--- src/rtl/seg_add_pkg.sv ---
// seg_add_pkg: shared definitions for the segmented adder.
//   state_t     - controller states (IDLE, RUN, DONE)
//   SEG_DEFAULT - default segment width in bits
package seg_add_pkg;

    typedef enum logic [1:0] {
        IDLE = 2'd0,
        RUN  = 2'd1,
        DONE = 2'd2
    } state_t;

    localparam int unsigned SEG_DEFAULT = 4;

endpackage

--- src/rtl/cla_slice.sv ---
// cla_slice: SEG-bit carry-lookahead adder slice.
// Ports:
//   x, y   - segment operands
//   ci     - carry into the slice LSB
//   sum    - segment sum
//   co     - carry out of the slice MSB
//   c_msb  - carry into the slice MSB (used for signed overflow)
module cla_slice #(
    parameter int unsigned SEG = 4
) (
    input  logic [SEG-1:0] x,
    input  logic [SEG-1:0] y,
    input  logic           ci,
    output logic [SEG-1:0] sum,
    output logic           co,
    output logic           c_msb
);

    logic [SEG-1:0] g;
    logic [SEG-1:0] p;
    logic [SEG:0]   c;

    assign g = x & y;
    assign p = x ^ y;

    // Each carry is the flattened lookahead sum of products:
    // c[i+1] = g[i] | p[i]g[i-1] | ... | p[i..0]ci
    always_comb begin
        logic term;
        c    = '0;
        c[0] = ci;
        for (int unsigned i = 0; i < SEG; i++) begin
            c[i+1] = g[i];
            term   = p[i];
            for (int unsigned j = 0; j < i; j++) begin
                c[i+1] = c[i+1] | (term & g[i-1-j]);
                term   = term & p[i-1-j];
            end
            c[i+1] = c[i+1] | (term & ci);
        end
    end

    assign sum   = p ^ c[SEG-1:0];
    assign co    = c[SEG];
    assign c_msb = c[SEG-1];

endmodule

--- src/rtl/seg_add.sv ---
// seg_add: multi-cycle adder/subtractor processing SEG bits per clock
// through a single reused cla_slice, LSB segment first.
// Ports:
//   clk, rst   - clock, synchronous active-high reset
//   start      - request an operation (accepted in IDLE or DONE)
//   a, b       - operands, sampled only at the accepting edge
//   cin        - carry-in (add mode only)
//   sub        - 0: a+b+cin, 1: a-b
//   busy       - operation in progress
//   done       - one-cycle pulse, result valid
//   s          - sum/difference
//   cout       - carry out of MSB (sub: 1 = no borrow)
//   ovf        - two's-complement overflow
module seg_add
    import seg_add_pkg::*;
#(
    parameter int unsigned WIDTH = 16,
    parameter int unsigned SEG   = SEG_DEFAULT
) (
    input  logic             clk,
    input  logic             rst,
    input  logic             start,
    input  logic [WIDTH-1:0] a,
    input  logic [WIDTH-1:0] b,
    input  logic             cin,
    input  logic             sub,
    output logic             busy,
    output logic             done,
    output logic [WIDTH-1:0] s,
    output logic             cout,
    output logic             ovf
);

    localparam int unsigned N    = WIDTH / SEG;
    localparam int unsigned KW   = (N > 1) ? $clog2(N) : 1;
    localparam logic [KW-1:0] LAST = KW'(N - 1);

    state_t           state, state_nx;
    logic [WIDTH-1:0] a_r, b_r, acc, acc_nx;
    logic [KW-1:0]    k;
    logic             carry;
    logic             accept;

    logic [SEG-1:0]   x, y, sum;
    logic             co, c_msb;

    // Only one slice exists; the segment index selects its operands.
    cla_slice #(.SEG(SEG)) u_slice (
        .x     (x),
        .y     (y),
        .ci    (carry),
        .sum   (sum),
        .co    (co),
        .c_msb (c_msb)
    );

    always_comb begin
        x      = a_r[k*SEG +: SEG];
        y      = b_r[k*SEG +: SEG];
        acc_nx = acc;
        acc_nx[k*SEG +: SEG] = sum;
    end

    assign accept = start && (state != RUN);

    always_comb begin
        state_nx = state;
        case (state)
            IDLE:    if (start) state_nx = RUN;
            RUN:     if (k == LAST) state_nx = DONE;
            DONE:    state_nx = start ? RUN : IDLE;
            default: state_nx = IDLE;
        endcase
    end

    always_ff @(posedge clk) begin
        if (rst) begin
            state <= IDLE;
            a_r   <= '0;
            b_r   <= '0;
            acc   <= '0;
            k     <= '0;
            carry <= 1'b0;
            s     <= '0;
            cout  <= 1'b0;
            ovf   <= 1'b0;
        end else begin
            state <= state_nx;
            if (accept) begin
                // Subtraction is folded into addition: a + ~b + 1.
                a_r   <= a;
                b_r   <= sub ? ~b : b;
                carry <= sub ? 1'b1 : cin;
                k     <= '0;
                acc   <= '0;
            end else if (state == RUN) begin
                acc   <= acc_nx;
                carry <= co;
                k     <= k + 1'b1;
                if (k == LAST) begin
                    s    <= acc_nx;
                    cout <= co;
                    ovf  <= co ^ c_msb;
                end
            end
        end
    end

    assign busy = (state == RUN);
    assign done = (state == DONE);

endmodule

--- config.mk ---
export PLATFORM = sky130hd
export DESIGN_NAME = seg_add
export DESIGN_NICKNAME = d
export VERILOG_FILES = /design/src/rtl/seg_add_pkg.sv /design/src/rtl/cla_slice.sv /design/src/rtl/seg_add.sv
export SDC_FILE = /design/constraint.sdc
export NUM_CORES = 1
export LEC_CHECK = 0
export ABC_CLOCK_PERIOD_IN_PS = 6000
export BUFFER_PORTS_ARGS = -buffer_cell sky130_fd_sc_hd__buf_4
export CAP_MARGIN = 15
export CELL_PAD_IN_SITES_DETAIL_PLACEMENT = 0
export CELL_PAD_IN_SITES_GLOBAL_PLACEMENT = 2
export CORE_MARGIN = 4
export CORE_UTILIZATION = 37
export DETAILED_ROUTE_END_ITERATION = 16
export PLACE_DENSITY_LB_ADDON = 0.25
export RECOVER_POWER = 100
export SLEW_MARGIN = 10
export SYNTH_ARGS = -nofsm -noshare
export SYNTH_HDL_FRONTEND = slang
export SYNTH_SLANG_ARGS = --single-unit
--- constraint.sdc ---
create_clock -name clk -period 6 [get_ports clk]
set_clock_uncertainty 0.1 [all_clocks]
set_input_delay 1.2 -clock clk [delete_from_list [all_inputs] [get_ports clk]]
set_output_delay 1.2 -clock clk [all_outputs]
set_load 0.1 [all_outputs]
==> impl_summary.md <==
Status
The run finished, with violations left. The final reports fail on capacitance limit, slew limit.

Routing
The total DRC errors in the routed layout is 0. The violation count after the first detailed-routing iteration is 106. The via count is 2753. The routed design has 7.926 mm of wire. The vias per cell is 5.294.

The routed length per placed instance is between 15 and 20 µm. The final antenna-violating net count is 0. The number of detailed-route iterations in the first pass is 4.

Floorplan
For this configuration, the core starts out at a cell density of about two fifths. In this run the core area contains 34 standard-cell rows. The floorplan step defined a core boundary enclosing ~0.0088 mm². The die height is 103.2 µm. In this run the horizontal extent of the chip is 103.2 µm. The die covers 0.01064 mm². Pin placement for this block handled 57 I/O pins.

Clock tree
Buffers inserted to repair hold after CTS numbered 0. The TritonCTS clock tree is built. Once the clock tree was built, the resizer swapped 0 gates to a different size. The cell at the root of the clock tree is sky130_fd_sc_hd__clkbuf_8. The number of buffers added by the clock tree synthesis step is 9. The level count of the clock H-tree is 3.

The clock tree buffer depth is 2. The number of setup buffers added after CTS is 0. CTS saw 71 sinks. Clock latency on the worst-skew pair, taken at its later pin, is 0.34 ns.

After clock tree synthesis, the clock-pin slew on the worst setup and hold paths is 0.07 ns.

Global route
Global routing consumed, on the met2 layer, 25.80% of the routing resources. Across every metal layer, demand over resource in global routing totals ~16%. The number of antenna violations at the first check in global routing came to 0. For this run, global-route usage on met1 was measured as ~20%. Summed over all layers, the global routing overflow is 0. Entering global routing, the biggest net connects 57 pins. The via count of the first global-routing pass is 2607. The met3 routing resource usage after global routing is between 4 and 5%. The highest-utilization routing layer at the global route stage is met2.

The first global-routing pass estimated between 10 and 15 mm of wire.

Finish
The share of layout cells above drive strength 1 is 14.56%. Once layout is complete, the utilization of the core stands at 44.29%. The net count of the finished layout is 458. Relative to the synthesized area, the layout overhead comes to 15.83%. The filler cells instantiated in the layout total 927. The area of all sequential standard cells is 0.001421 mm².

The leading cell type in the layout, fill and taps excluded is sky130_fd_sc_hd__dfxtp_1. The library cells used most frequently in the layout, excluding fill and tap cells, are sky130_fd_sc_hd__dfxtp_1, sky130_fd_sc_hd__nand2_1, sky130_fd_sc_hd__nor2_1, sky130_fd_sc_hd__buf_4, sky130_fd_sc_hd__a211oi_1. The area of the multi-input gates is 0.001767 mm².

The number of non-filler instances in the completed layout is 520. The total inserted antenna cells is 0.

Power and ir drop
Net switching is 26.57% of the power. The proportion of power drawn by combinational gates is 15.9%. The portion of total power attributed to the clock network is 35.2%. In this run the power spent charging and discharging nets is 0.0002749 W. Cell internal power was estimated by the tool at 0.0007598 W.

The worst supply voltage drop on vdd is 0.0001035 V. The leakage power total is 1.395 nW. The total power divided by cell area is approximately 270 mW/mm². The share of power burned in registers is 48.9%.

Setup path
STA puts the critical path data arrival time at 3.96 ns. In this run the critical register-to-register path is launched from k[0]. The depth of the worst register-to-register path is 6. The required time at the worst-slack endpoint is 6.09 ns. The endpoint class of the critical path is a flip-flop. STA classifies the critical path startpoint as an input port. The minimum setup slack among reg-to-reg paths is around 2.8 ns.

The critical path is of the in -> reg type. The end of the worst register-to-register path is carry. The highest net fanout along the worst path is 56.

Yosys
Of the synthesized area, sequential elements account for a little over two fifths. The leading area contributor after synthesis is sky130_fd_sc_hd__dfxtp_1. The synthesized netlist net count is 415. The proportion of register bits with asynchronous set or reset after synthesis is 0%. The total of warnings raised by yosys is 0.

Of the post-synthesis cell area, the dominant cell type holds between 40% and 50%. Each instance of the synthesized netlist takes up on average just over 9 µm². The synthesized design contains 0 enable-type register cells.

The area of the mapped netlist is 0.003351 mm². In the synthesized netlist the dominant register cell turns out to be sky130_fd_sc_hd__dfxtp_1. Yosys mapped the design onto 43 distinct sky130hd cell types. Ranked by total cell area, the synthesized netlist is headed by sky130_fd_sc_hd__dfxtp_1, sky130_fd_sc_hd__a211oi_1, sky130_fd_sc_hd__nand2_1. After technology mapping, the gate count stands at ~370. The synthesized design contains slightly above 70 register bits.

Timing
For the pin with the worst max-slew slack, the measured transition is 2.589 ns. Setup repair after global routing left no endpoint under its margin. The time the worst path needs with I/O delays and setup is 3.867 ns. The fraction of the cycle the final worst path needs is 64.46%.

In this run the tightest slew margin relative to its limit is -72.60%. The minimum setup slack in the final design is approximately 2.1 ns. The count of pins over their slew limit came to 106. The number of setup violations in the final report is 0. The count of final hold-check violations is 0. Timing would allow up to 0.2586 GHz. Adding up every negative setup slack in the final design gives 0 ns.

Place
Routability-driven placement finished with a final weighted congestion of 0.7900. The number of port buffers is 56. The number of placed instances, taps included, is 506. The placed wire-length estimate after detailed placement is 5.485 mm.

The post-placement worst setup slack is 2.795 ns.

Worst hold path
The critical hold path startpoint is acc[14]. The worst min-delay path class is reg -> reg. The worst hold path depth is 2. The worst min-delay path endpoint is acc[14].

Run
The tool flagged a number of max-cap violations equal to 2.
-- layer usage --
metal	up-vias	wire length [µm]	share of wire, %
li1	1400	-	-
met1	1253	3568	45
met2	87	3802	48
met3	13	409	5.2
met4	0	146	1.8
met5	-	0	0
-- synthesized netlist by cell type (2+ instances only) --
cell,number
sky130_fd_sc_hd__inv_1,8
sky130_fd_sc_hd__nor4_4,2
sky130_fd_sc_hd__a22oi_1,3
sky130_fd_sc_hd__ha_1,11
sky130_fd_sc_hd__mux4_2,8
sky130_fd_sc_hd__or4_1,2
sky130_fd_sc_hd__clkbuf_1,8
sky130_fd_sc_hd__nand2_1,54
sky130_fd_sc_hd__nand4_1,5
sky130_fd_sc_hd__a211oi_1,31
sky130_fd_sc_hd__a32oi_1,9
sky130_fd_sc_hd__and2_1,2
sky130_fd_sc_hd__xnor2_1,16
sky130_fd_sc_hd__inv_2,2
sky130_fd_sc_hd__nand2b_1,3
sky130_fd_sc_hd__a31oi_1,2
sky130_fd_sc_hd__nand3_1,7
sky130_fd_sc_hd__dfxtp_1,71
sky130_fd_sc_hd__buf_2,16
sky130_fd_sc_hd__a21o_1,5
sky130_fd_sc_hd__nor2_1,45
sky130_fd_sc_hd__a21oi_1,20
sky130_fd_sc_hd__nor3_1,6
sky130_fd_sc_hd__a211o_1,2
sky130_fd_sc_hd__o32ai_1,2
sky130_fd_sc_hd__a221oi_1,5
sky130_fd_sc_hd__o31ai_1,5
-- worst max path at each step --
stage,start,endpoint,slack (ns),cells after the start
3_5_place_dp,k[0],acc[11],2.80,6
4_1_cts,state[1],busy,2.60,3
2_1_floorplan,state[1],done,3.02,1
6_report,rst,acc[3],2.13,3
3_3_place_gp,k[0],acc[11],2.82,6
5_1_grt,rst,acc[11],1.86,3
-- area by class of cell --
class / instances / share of cell area (%)
clock inverters: 1 / 0.7737
well taps: 108 / 3.482
multi-input cells: 260 / 45.52
flip-flops and latches: 71 / 36.62
clock buffers: 13 / 3.836
inverters: 10 / 0.9671
repair buffers: 57 / 8.801
-- cells by family after synthesis --
family                     count (synthesis)  synth area share (%)
muxes                                      9                 5.676
DFF                                       71                 42.42
AOI/OAI and AO/OA                         87                 18.82
buffers and inverters                     35                 4.631
and+or+nand+nor                          134                 18.48
xor gates and xnor gates                  18                 5.265
adders and majority gates                 12                 4.705
-- metrics by stage --
step / power (W) / hold WS [ns] / area, µm²
2_1_floorplan: 0.0006351 / 0.3316 / 3351
3_3_place_gp: 0.0006823 / 0.3387 / 3796
3_5_place_dp: 0.0006838 / 0.3453 / 3796
4_1_cts: 0.001049 / 0.3527 / 3975
5_1_grt: 0.001089 / 0.3770 / 3881
6_report: 0.001035 / 0.3510 / 3881
-- worst max-delay path, cell delays in order --
cell                       delay [ns]
sky130_fd_sc_hd__clkbuf_1        1.81
sky130_fd_sc_hd__nand2b_1        0.74
sky130_fd_sc_hd__o32ai_1         0.20
-- registers in the layout, summed over array words and instances, names as in the netlist --
signal and cells:
s 16, a_r 16, cout 1, carry 1
b_r 16, acc 16, k 2, ovf 1
state 2
-- power by group through the flow --
stage / sequential (W) / clock (W) / combinational (W)
floorplan: 0.000512 / 0 / 0.000123
global placement: 0.000517 / 0 / 0.000165
detailed placement: 0.000518 / 0 / 0.000166
CTS: 0.000507 / 0.000375 / 0.000167
global route: 0.000509 / 0.000397 / 0.000184
finish: 0.000506 / 0.000364 / 0.000164
Note: power is estimated with default switching activity, not from simulation.
